File: config.mk
export PLATFORM = sky130hd
export DESIGN_NAME = out_buffer
export DESIGN_NICKNAME = d
export VERILOG_FILES = /design/src/rtl/out_buffer_pkg.sv /design/src/rtl/out_buffer_frame_counter.sv /design/src/rtl/out_buffer.sv
export SDC_FILE = /design/constraint.sdc
export NUM_CORES = 1
export LEC_CHECK = 0
export ABC_AREA = 1
export BUFFER_PORTS_ARGS = -buffer_cell sky130_fd_sc_hd__buf_4
export CAP_MARGIN = 30
export CORE_MARGIN = 4
export CORE_UTILIZATION = 51
export CTS_CLUSTER_DIAMETER = 150
export DETAILED_ROUTE_END_ITERATION = 6
export PLACE_DENSITY_LB_ADDON = 0.3
export SYNTH_ARGS = -nofsm -noshare
export SYNTH_HDL_FRONTEND = slang
export SYNTH_SLANG_ARGS = --single-unit
export TNS_END_PERCENT = 30
File: constraint.sdc
create_clock -name clk -period 4 [get_ports clk]
set_input_delay 0.2 -clock clk [delete_from_list [all_inputs] [get_ports clk]]
set_output_delay 0.2 -clock clk [all_outputs]
set_load 0.03 [all_outputs]
File: src/rtl/out_buffer_pkg.sv
// Shared definitions for the result-path controllers:
// default buffer geometry and the output FSM encoding.
package out_buffer_pkg;

    localparam int DEF_WIDTH     = 16;
    localparam int DEF_DEPTH     = 4;
    localparam int DEF_FRAME_LEN = 4;

    typedef enum logic {
        IDLE    = 1'b0,
        PRESENT = 1'b1
    } out_state_t;

    function automatic int cnt_bits(input int n);
        return (n > 1) ? $clog2(n) : 1;
    endfunction

endpackage

File: src/rtl/out_buffer_frame_counter.sv
// Modulo-FRAME_LEN pop counter; wrap flags the pop that
// completes a frame so the parent can register a pulse.
module frame_counter
    import out_buffer_pkg::*;
#(
    parameter int FRAME_LEN = DEF_FRAME_LEN
) (
    input  logic clk,
    input  logic rst,
    input  logic inc,
    output logic wrap
);

    localparam int FW = cnt_bits(FRAME_LEN);
    localparam logic [FW-1:0] LAST = FW'(FRAME_LEN - 1);

    logic [FW-1:0] value;

    assign wrap = inc && (value == LAST);

    always_ff @(posedge clk) begin
        if (rst) begin
            value <= '0;
        end else if (inc) begin
            value <= wrap ? '0 : value + FW'(1);
        end
    end

endmodule

File: src/rtl/out_buffer.sv
// Circular result buffer between the wrapper controller and a
// consumer, with head presentation FSM and frame tracking.
module out_buffer
    import out_buffer_pkg::*;
#(
    parameter int WIDTH     = DEF_WIDTH,
    parameter int DEPTH     = DEF_DEPTH,
    parameter int FRAME_LEN = DEF_FRAME_LEN
) (
    input  logic                     clk,
    input  logic                     rst,
    input  logic                     wr_req,
    input  logic [WIDTH-1:0]         wr_data,
    output logic                     full,
    output logic                     out_valid,
    output logic [WIDTH-1:0]         out_data,
    input  logic                     out_ack,
    output logic [$clog2(DEPTH):0]   count,
    output logic                     frame_done,
    output logic                     overflow
);

    localparam int PW = $clog2(DEPTH);
    localparam int CW = PW + 1;
    localparam logic [CW-1:0] FULL_CNT = CW'(DEPTH);

    logic [WIDTH-1:0] mem [DEPTH];
    logic [PW-1:0]    wr_ptr;
    logic [PW-1:0]    rd_ptr;
    logic [CW-1:0]    count_next;
    logic             push;
    logic             pop;
    logic             drop;
    logic             frame_wrap;
    out_state_t       state;
    out_state_t       state_next;

    // full is the registered flag, so a pop cannot rescue a write
    assign push      = wr_req && !full;
    assign drop      = wr_req && full;
    assign pop       = out_valid && out_ack;
    assign out_valid = (state == PRESENT);
    assign out_data  = mem[rd_ptr];

    always_comb begin
        count_next = count;
        if (push && !pop) begin
            count_next = count + CW'(1);
        end else if (pop && !push) begin
            count_next = count - CW'(1);
        end
    end

    always_comb begin
        state_next = state;
        unique case (state)
            IDLE: begin
                if (count_next != '0) begin
                    state_next = PRESENT;
                end
            end
            PRESENT: begin
                if (pop && (count_next == '0)) begin
                    state_next = IDLE;
                end
            end
            default: state_next = IDLE;
        endcase
    end

    always_ff @(posedge clk) begin
        if (rst) begin
            wr_ptr     <= '0;
            rd_ptr     <= '0;
            count      <= '0;
            full       <= 1'b0;
            overflow   <= 1'b0;
            frame_done <= 1'b0;
            state      <= IDLE;
        end else begin
            if (push) begin
                wr_ptr <= wr_ptr + PW'(1);
            end
            if (pop) begin
                rd_ptr <= rd_ptr + PW'(1);
            end
            if (drop) begin
                overflow <= 1'b1;
            end
            count      <= count_next;
            full       <= (count_next == FULL_CNT);
            frame_done <= frame_wrap;
            state      <= state_next;
        end
    end

    // storage survives reset; out_data is only meaningful with out_valid
    always_ff @(posedge clk) begin
        if (!rst && push) begin
            mem[wr_ptr] <= wr_data;
        end
    end

    frame_counter #(
        .FRAME_LEN (FRAME_LEN)
    ) u_frame_counter (
        .clk  (clk),
        .rst  (rst),
        .inc  (pop),
        .wrap (frame_wrap)
    );

endmodule

**Word-level counts from Yosys, hierarchy flattened**

Memories as Yosys holds them, arrays and structs flattened. A register that Yosys moved wholly into a read port is not among the register bits.
Cells that the tools add are included.

- $add $sub $neg: 5
- Multiplexer cells: 10
- Bitwise operators: 1
- Reduce and logical (&&, ||, !) cells: 14
- Equality and inequality tests: 2

Operator list:

| kind | number |
|---|---|
| $logic_and 1x1->1 | 8 |
| $add 2x1->2 const B | 3 |
| $mux 2 | 3 |
| $mux 3 | 2 |
| $logic_not 1->1 | 4 |
| $mux 1 | 4 |
| $add 3x1->3 const B | 1 |
| $eq 3x3->1 const B | 1 |
| $logic_not 3->1 | 1 |
| $reduce_bool 3->1 | 1 |
| $sub 3x1->3 const B | 1 |
| $eq 2x2->1 const B | 1 |
| $pmux 1 s2 | 1 |
| $not 1->1 | 1 |

- Bits in writable memories: 64
- Register bits after elaboration: 13
- Output and inout port bits: 23
- Memories kept: 1
- Input port bits: 20
- Word-level logic and storage cells: 41

Memory list:

| memory | depth | bits a word | read ports | clocked after memory_dff | wr ports | RTL line | text |
|---|---|---|---|---|---|---|---|
| mem | 4 | 16 | 1 | 1 | 1 | out_buffer.sv:27 | `logic [WIDTH-1:0] mem [DEPTH];` |

**Longest topological paths before layout**

Gate-level depths: netlist of the first run.

- Depth in word-level cells: 10
- Gate-level depth with buffers: 11

**Hierarchy**

Synthesis of the first run repeated with hierarchy kept, for this count alone.

- Cell total of the unflattened synthesis: 252
- Area, all modules: 3098.0 µm²

By module, submodules not included:

| module | times used | sequential area each (µm²) | area an instance (µm²) | cells each |
|---|---|---|---|---|
| out_buffer | 1 | 2182.1 | 2990.4 | 236 |
| frame_counter | 1 | 40.0 | 107.6 | 16 |

**Worst setup path before layout of the first run**

Ideal clock, no wire load.

- Path kind: register to register
- From: register full
- To: memory mem[0][0] (netlist bit), enable pin
- Slack: 2.203 ns
- Cell stages (with the launch flop): 4
- Required time: 3.611 ns
- Arrival time: 1.408 ns
- Library setup time: 0.389 ns
- Path buffers: 0
- Period minus slack after synthesis: 1.797 ns
- Path through: dfxtp_1 -> nor2_2 -> nand2_1 -> nor2_1

- Word-level cells in the longest chain between the ends: 5

RTL lines:

| item | RTL line | text |
|---|---|---|
| from (decl) | out_buffer.sv:14 | `output logic full,` |
| from (signal assigned) | out_buffer.sv:91 | `full <= (count_next == FULL_CNT);` |
| $logic_not 1->1 | out_buffer.sv:39 | `assign push = wr_req && !full;` |
| $logic_and 1x1->1 | out_buffer.sv:39 |  |
| $logic_and 1x1->1 | out_buffer.sv:99 | `if (!rst && push) begin` |
| $mux 1 | out_buffer.sv:99 |  |
| $mux 1 (implied by the code) | out_buffer.sv:100 | `mem[wr_ptr] <= wr_data;` |
| to (decl) | out_buffer.sv:27 |  |

Every way passes these cells.

==> qor.yml, run 1 <==
run_status:
  status: "complete, no violations"
timing:
  period_needed_ns: 2.34
  fin_hold_ws_ns: 0.0609
  slew_viol_final: 0
  fin_crit_sh: 0.585
  setup_viol: 0
  setup_slack_ns: 1.66
  finalHoldViolCount: 0
  skew_ns: 0.00552
  fmax_mhz: 427
  maxSlewHeadroom: 0.408
  rsz0062_at_grt: "false"
  tns_ns: 0
  worstMarginPinSlew_ns: 0.887
setup_path:
  crit_top_cell: "buf_4"
  worstPathRequired_ns: 3.80
  cpMaxStageDelayCell: "inv_1"
  worst-r2r-setup-slack_ns: 2.29
  arrival_ns: 2.14
  crit_type: "register to primary output"
  path_cells: "buf_4 -> inv_1 -> o21ai_0 -> o22ai_1 -> buf_4"
  cp_slowest_stage_delay_ns: 0.68
  critPathLaunchType: "register"
  reg2reg_depth: 4
  worst_r2r_endpoint: "mem[3][12]"
  cp-end-kind: "primary output"
  r2r_start: "full"
  worstPathMaxFanout: 33
clocking:
  htreeDepth: 3
  cts_buffers: 9
  clock_sinks: 79
  hold_buffers: 0
  ctsLongestPathBuffers: 2
  insertion_delay_ns: 0.33
  root_buffer: "clkbuf_8"
  clk_pin_slew_ns: 0.08
  cts_tree: "built"
  post_cts_resized: 0
  post_cts_buffers: 0
synthesis:
  ys_seq_area_frac: 0.718
  synthCells: 253
  synth_cell_types: 21
  ys.warnings.count: 0
  netlist_area_um2: 3090
  ys_top_cells_by_count: "64 x edfxtp_1, 47 x nor2_1, 36 x o21ai_0"
  synth-edff-count: 64
  synth_top_cell_area_share: 0.621
  synth_ff_type: "edfxtp_1"
  ys_ff_latch: 79
  ys_top_cells_by_area: "edfxtp_1 62%, dfxtp_1 9.7%, o21ai_0 5.8%"
  yosysTopAreaCell: "edfxtp_1"
  yosysMostFrequentCell: "edfxtp_1"
  syn-num-nets: 280
  ys_async_sr_fraction: 0
  syn_avg_cell_area_um2: 12.2
global_routing:
  globalRouteTotalUtil: 0.166
  grt_pass1_vias: 1966
  grt_pass1_wl_mm: 9.19
  grt_max_degree: 34
  antenna_found_initial: 0
  overflow: 0
route:
  vias: 1997
  drc: 0
  drtAntennaViolNets: 0
  firstDrtPassIters: 4
  drtIter0Drc: 134
  wire_per_inst_um: 14.9
  viasPerCell: 5.23
  drt-total-wl_mm: 5.69
place:
  hpwlAfterDp_mm: 3.79
  dpl.cell_count: 366
  gp_congestion: 0.797
  place.port_buffers: 42
  pre_cts_slack_ns: 2.06
finish:
  fin_nets: 329
  diodes: 0
  instances_no_fill: 382
  syn2layout_area_growth_pct: 20.1
  fillCellCount: 458
  drive_above_1_share: 0.251
floorplan:
  row_count: 28
  die_h_um: 85.9
  coreArea_um2: 5890
  fp.dieW_um: 85.9
  die-area_um2: 7370
  start_util: 0.526
  ios: 43
worst_hold_path:
  whs_endpoint: "mem[2][3]"
  hp-class: "input port to register"
  holdPathStages: 1
  min_from: "wr_data[3]"
power:
  intPower_w: 0.00133
  pwr-share-comb: 0.151
  power.switching_w: 0.000464
  clock_power_share: 0.328
  ir_drop_uv: 262
  power_frac_seq: 0.522
  finalPower_w: 0.00179
  powerDensity_nw_per_um2: 483
  switching_share: 0.258
  p_leak_nw: 1.43
flow_run:
  maxCapViolCount: 0
[stage by stage]
stage                     instance area (um2)  utilization
after floorplan                          3090            -
after global placement                   3500        0.595
after detailed placement                 3500        0.595
after CTS                                3720        0.631
after global routing                     3720        0.631
final                                    3720        0.631
[state kept, by name, summed over array words and instances, names as in the netlist, named ones only]
name	flops
wr_ptr	2
mem	64
count	3
out_valid	1
overflow	1
u_frame_counter.value	2
frame_done	1
rd_ptr	2
full	1
[worst max-delay path, delay by kind of cell, from the launching register on]
| kind | cells | cell delay (ns) |
|---|---|---|
| flops | 1 | 0.31 |
| buf+inv | 3 | 1.10 |
| compound gates | 2 | 0.38 |
[routing by layer]
metal | share of wire | global-route usage | vias up | routed length [um]
met1 | 0.43 | 0.194 | 955 | 2430
met4 | 0.016 | 0.0691 | 0 | 93
met2 | 0.50 | 0.287 | 50 | 2870
met3 | 0.052 | 0.0432 | 8 | 296
li1 | - | - | 984 | -
met5 | 0 | 0 | - | 0
[layout make-up]
class / count / area [um2] / area share
flip-flops and latches: 79 / 2220 / 0.598
well taps: 75 / 93.8 / 0.0253
inverters: 17 / 66.3 / 0.0178
repair buffers: 47 / 353 / 0.0949
clock buffers: 13 / 190 / 0.0512
multi-input cells: 148 / 769 / 0.207
clock inverters: 3 / 21.3 / 0.00572
[power groups by stage]
| stage | Clock [W] | Sequential (W) | Combinational (W) |
|---|---|---|---|
| after global placement | 0 | 0.000953 | 0.000264 |
| after global routing | 0.000647 | 0.000940 | 0.000297 |
| after detailed placement | 0 | 0.000955 | 0.000272 |
| after floorplan | 0 | 0.000964 | 0.000164 |
| final | 0.000588 | 0.000936 | 0.000270 |
| after CTS | 0.000600 | 0.000937 | 0.000273 |
[worst max-delay path by stage]
| stage | slack (ns) | end | from |
|---|---|---|---|
| floorplan | 2.20 | mem[0][0] | full |
| global placement | 2.14 | out_data[11] | register |
| detailed placement | 2.06 | out_data[11] | register |
| CTS | 1.68 | out_data[11] | register |
| global route | 1.53 | out_data[11] | register |
| finish | 1.66 | out_data[11] | register |
[cells in the final DEF, fill, tap and decap left out, types with 2 or more instances in the layout]
cell	n
dfxtp_1	15
nand3_1	2
clkbuf_8	12
a21oi_1	8
inv_1	15
ha_1	7
nor2_2	3
o21ai_0	36
edfxtp_1	64
nor2_1	47
buf_4	47
nand2_1	16
nand2_2	7
o22ai_1	16
xor2_1	2
[cell families (layout without fill, tap and decap cells)]
logic type / after synthesis / after routing / synth area share
buffers and inverters: 26 / 80 / 0.0328
AO/OA/AOI/OAI: 60 / 60 / 0.104
flip-flops: 79 / 79 / 0.718
adder cells (fa/ha/maj): 7 / 7 / 0.0283
AND/OR/NAND/NOR: 79 / 79 / 0.111
XOR/XNOR: 2 / 2 / 0.00566
No activity file was read; power rests on OpenSTA's default activity.
==> run 2, diff against run 1 <==
==> constraint.sdc (replaced) <==
create_clock -name clk -period 2 [get_ports clk]
set_input_delay 0.1 -clock clk [delete_from_list [all_inputs] [get_ports clk]]
set_output_delay 0.1 -clock clk [all_outputs]
set_load 0.03 [all_outputs]
==> run 2 against run 1 <==
  * Core utilization increased by 3.9 points
  * Hold slack got worse by 0.018 ns
  * Die area unchanged
  * Critical path type unchanged
  * Largest power group unchanged
==> qor.yml, run 2 (synthesis results as in run 1) <==
setup_path:
  critPathLaunchType: "register"
  cp-end-kind: "primary output"
  worstPathRequired_ns: 1.90  # -1.90 ns
  worstPathMaxFanout: 24  # -27%
  arrival_ns: 1.63  # -0.51 ns
  crit_type: "register to primary output"
clocking:
  cts_tree: "built"
  clk_pin_slew_ns: 0.07  # about the same
  hold_buffers: 17  # +17
  clock_sinks: 79  # unchanged
  post_cts_resized: 0  # unchanged
  insertion_delay_ns: 0.34  # about the same
  post_cts_buffers: 0  # unchanged
  ctsLongestPathBuffers: 2  # unchanged
  root_buffer: "clkbuf_8"
  htreeDepth: 3  # unchanged
  cts_buffers: 9  # unchanged
place:
  pre_cts_slack_ns: 0.646  # -1.41 ns
  gp_congestion: 0.797  # about the same
  hpwlAfterDp_mm: 3.69  # -2.7%
  place.port_buffers: 42  # unchanged
  dpl_cell_area_um2: 3540  # +1.0%
route:
  wire_per_inst_um: 14.8  # -0.80%
  drtIter0Drc: 184  # +37%
  drtAntennaViolNets: 0  # unchanged
  drc: 0  # unchanged
  firstDrtPassIters: 4  # unchanged
  vias: 2067  # +3.5%
  drt-total-wl_mm: 5.94  # +4.4%
  viasPerCell: 5.14  # -1.6%
finish:
  largest_reg_flops: 64  # unchanged
  syn2layout_area_growth_pct: 27.5
  fin_nets: 349  # +6.1%
  largest_register: "mem"
  reg_top3: "mem x64, count x3"
  diodes: 0  # unchanged
  mostFrequentLayoutCell: "edfxtp_1"
  drive_above_1_share: 0.239  # -0.0123
  final_cell_mix: "64 x edfxtp_1, 49 x buf_4, 47 x nor2_1"
  fillCellCount: 438  # -4.4%
  final_area_um2: 3950  # +6.2%
timing:
  setup_viol: 0  # unchanged
  rsz0062_at_grt: "false"
  setup_slack_ns: 0.272  # -1.39 ns
  worstMarginPinSlew_ns: 0.450  # -0.438 ns
  period_needed_ns: 1.73
  skew_ns: 0.00774  # +0.00222 ns
  finalHoldViolCount: 0  # unchanged
  tns_ns: 0  # unchanged
  maxSlewHeadroom: 0.700  # +0.292
  slew_viol_final: 0  # unchanged
  fin_crit_sh: 0.864
  fin_hold_ws_ns: 0.0428  # -0.0180 ns
  fmax_mhz: 579
floorplan:
  die_h_um: 85.9  # unchanged
  row_count: 28  # unchanged
  die-area_um2: 7370  # unchanged
  ios: 43  # unchanged
  coreArea_um2: 5890  # unchanged
  start_util: 0.526  # unchanged
  fp.dieW_um: 85.9  # unchanged
global_routing:
  grt_pass1_wl_mm: 9.72  # +5.7%
  grt_pass1_vias: 2041  # +3.8%
  globalRouteTotalUtil: 0.173  # +0.00703
  overflow: 0  # unchanged
  grt_max_degree: 33  # -2.9%
  antenna_found_initial: 0  # unchanged
flow_run:
  maxCapViolCount: 0  # unchanged
run_status:
  status: "complete, no violations"
power:
  powerDensity_nw_per_um2: 966  # +100%
  ir_drop_uv: 461  # +76%
  p_leak_nw: 1.53  # +7.2%
  finalPower_w: 0.00381  # +110%
worst_hold_path:
  hp-class: "input port to register"
==> run 2: through the flow <==
| step | util | std cells |
|---|---|---|
| final | 0.670 | 402 |
| after global routing | 0.670 | 402 |
| after CTS | 0.670 | 402 |
| after detailed placement | 0.601 | 369 |
| after global placement | 0.601 | 369 |
| after floorplan | - | 253 |
==> run 2: cell type report <==
type / instances / area, um2 / area share
flip-flops and latches: 79 / 2220 / 0.563
well taps: 75 / 93.8 / 0.0238
inverters: 17 / 66.3 / 0.0168
repair buffers: 67 / 558 / 0.141
multi-input cells: 148 / 769 / 0.195
clock buffers: 9 / 124 / 0.0314
clock inverters: 7 / 111 / 0.0282
==> run 2: path summary, 6_finish.rpt <==
check	start	endpoint	slack (ns)	cells past startpoint
setup / recovery	register	out_data[12]	0.27	5
hold / removal	wr_req	overflow	0.04	3
hold reg to reg	rd_ptr[0]	rd_ptr[0]	0.48	1
setup reg to reg	count[0]	out_valid	0.64	8
==> run 2: per-layer routing <==
layer	share of wire	wire [um]	up-vias	GRT usage
met5	0	0	-	0
met4	0.023	136	0	0.0849
met3	0.047	279	13	0.0432
met2	0.49	2900	56	0.283
met1	0.44	2630	969	0.213
li1	-	-	1029	-
==> run 2: critical path, stage by stage, from the launching register on <==
cell     delay [ns]
dfxtp_1        0.31
inv_1          0.25
buf_12         0.21
o21ai_0        0.11
o22ai_1        0.21
buf_4          0.20
==> run 2: power breakdown <==
group	leakage [nW]	internal (W)	total, W	switching (W)
Combinational	0.711	0.000222	0.000584	0.000362
Sequential	0.704	0.00184	0.00187	0.0000295
Clock	0.118	0.000821	0.00136	0.000538
Total	1.53	0.00288	0.00381	0.000930
==> run 3, diff against run 2 <==
--- a/config.mk
+++ b/config.mk
@@ -12,7 +12,8 @@
 export CORE_UTILIZATION = 51
 export CTS_CLUSTER_DIAMETER = 150
 export DETAILED_ROUTE_END_ITERATION = 6
-export PLACE_DENSITY_LB_ADDON = 0.3
+export PLACE_DENSITY = 0.75
+export SETUP_SLACK_MARGIN = 0.3
 export SYNTH_ARGS = -nofsm -noshare
 export SYNTH_HDL_FRONTEND = slang
 export SYNTH_SLANG_ARGS = --single-unit
==> run 3 against run 2 <==
  * Combinational power rose by 2%
  * Power rose by 0.64%
  * Core utilization rose by 1.0 points
==> qor.yml, run 3 (synthesis results as in run 1) <==
timing:
  tns_ns: 0  # unchanged
  setup_slack_ns: 0.352  # +0.0802 ns
  setup_viol: 0  # unchanged
  skew_ns: 0.00786  # +0.000124 ns
  worstMarginPinSlew_ns: 0.421  # -0.0285 ns
  rsz0062_at_grt: "true"
  finalHoldViolCount: 0  # unchanged
  maxSlewHeadroom: 0.718  # +0.0183
  slew_viol_final: 0  # unchanged
  fin_crit_sh: 0.824  # -0.0401
  fmax_mhz: 607  # +4.9%
  period_needed_ns: 1.65  # -0.0802 ns
place:
  place.port_buffers: 42  # unchanged
  dpl_cell_area_um2: 3560  # +0.57%
  hpwlAfterDp_mm: 3.86  # +4.7%
  pre_cts_slack_ns: 0.520  # -0.126 ns
  gp_congestion: 0.820  # +2.8%
power:
  power.switching_w: 0.000940  # +1.1%
  power_frac_seq: 0.488  # -0.002
  intPower_w: 0.00290  # +0.48%
  pwr-share-comb: 0.156  # +0.003
  ir_drop_uv: 610  # +32%
  powerDensity_nw_per_um2: 958  # -0.87%
  switching_share: 0.245  # +0.00115
  clock_power_share: 0.356  # about the same
  p_leak_nw: 1.56  # +1.6%
finish:
  final_area_um2: 4010  # +1.5%
  diodes: 0  # unchanged
  fillCellCount: 431  # -1.6%
  syn2layout_area_growth_pct: 29.5
  reg_top3: "mem x64, count x3"
  fin_nets: 352  # +0.86%
  largest_register: "mem"
  fin_util: 0.680  # +0.0102
  largest_reg_flops: 64  # unchanged
  mostFrequentLayoutCell: "edfxtp_1"
  drive_above_1_share: 0.252  # +0.0130
  final_cell_mix: "64 x edfxtp_1, 48 x buf_4, 47 x nor2_1"
route:
  drtIter0Drc: 154  # -16%
  drtAntennaViolNets: 0  # unchanged
  wire_per_inst_um: 15.3  # +3.4%
  drt-total-wl_mm: 6.19  # +4.2%
  drc: 0  # unchanged
  firstDrtPassIters: 4  # unchanged
  viasPerCell: 5.25  # +2.1%
  vias: 2126  # +2.9%
setup_path:
  critPathTopFamily: "buffers and inverters"
  cp_slowest_stage_delay_ns: 0.37  # +0.06 ns
  cpMaxStageDelayCell: "dfxtp_1"
  crit_type: "register to primary output"
  crit_cells: 5  # unchanged
  timing.critical_path.buf_inv: 3  # unchanged
  worstPathRequired_ns: 1.90  # about the same
  worstPathMaxFanout: 32  # +33%
  critPathLaunchType: "register"
  reg2reg_depth: 5  # -3
  cp-end-kind: "primary output"
  arrival_ns: 1.55  # -0.08 ns
  path_cells: "inv_1 -> buf_6 -> o21ai_0 -> o22ai_1 -> buf_4"
floorplan:
  fp.dieW_um: 85.9  # unchanged
  ios: 43  # unchanged
  row_count: 28  # unchanged
  die_h_um: 85.9  # unchanged
  coreArea_um2: 5890  # unchanged
  start_util: 0.526  # unchanged
  die-area_um2: 7370  # unchanged
clocking:
  insertion_delay_ns: 0.34  # about the same
  cts_tree: "built"
  htreeDepth: 3  # unchanged
  root_buffer: "clkbuf_8"
  clk_pin_slew_ns: 0.07  # about the same
  ctsLongestPathBuffers: 2  # unchanged
  cts_buffers: 9  # unchanged
  clock_sinks: 79  # unchanged
global_routing:
  grt_pass1_wl_mm: 9.95  # +2.4%
  globalRouteTotalUtil: 0.177  # +0.00431
  grt_pass1_vias: 2081  # +2.0%
  overflow: 0  # unchanged
  antenna_found_initial: 0  # unchanged
  grt_max_degree: 33  # unchanged
run_status:
  status: "complete, no violations"
flow_run:
  maxCapViolCount: 0  # unchanged
worst_hold_path:
  holdPathStages: 3  # unchanged
  hp-class: "input port to register"
run 3: repair_timing:
action                     CTS  global route
hold buffers                17             0
pin swaps                    0             0
resized for setup            1             2
hold endpoints to repair    70             0
setup endpoints to repair    1            50
setup buffers                0             2
run 3: tightest hold or removal path: stages:
cell and delay (ns):
buf_4 0.11, a21oi_1 0.06, nor2_1 0.08
run 3: worst paths after layout:
check,to,slack (ns),startpoint
setup reg to reg,mem[0][13],0.54,wr_ptr[0]
setup / recovery,out_data[4],0.35,register
hold / removal,overflow,0.06,wr_req
hold reg to reg,rd_ptr[0],0.49,rd_ptr[0]
run 3: through the flow:
stage	power [W]	hold slack [ns]	instances
after floorplan	0.00226	0.199	253
after global placement	0.00246	0.305	370
after detailed placement	0.00247	0.305	370
after CTS	0.00386	0.0354	403
after global routing	0.00400	0.0694	405
final	0.00384	0.0558	405
run 3: layout make-up:
type / count / area (um2) / share of cell area
Sequential cell: 79 / 2220 / 0.555
Multi-Input combinational cell: 148 / 769 / 0.192
Timing Repair Buffer: 70 / 613 / 0.153
Clock buffer: 10 / 128 / 0.0319
Clock inverter: 6 / 109 / 0.0272
Tap cell: 75 / 93.8 / 0.0234
Inverter: 17 / 70.1 / 0.0175
run 3: routing by layer:
layer | global-route usage | routed length, um | up-vias
li1 | - | - | 1034
met1 | 0.214 | 2580 | 1018
met2 | 0.304 | 3190 | 61
met3 | 0.0288 | 273 | 13
met4 | 0.0921 | 142 | 0
met5 | 0 | 0 | -
run 3: power groups by stage:
stage                     clock [W]  sequential [W]  combinational, W
after CTS                   0.00139         0.00187          0.000594
final                       0.00137         0.00187          0.000598
after global routing        0.00146         0.00188          0.000655
after global placement            0         0.00191          0.000553
after floorplan                   0         0.00193          0.000328
after detailed placement          0         0.00191          0.000563
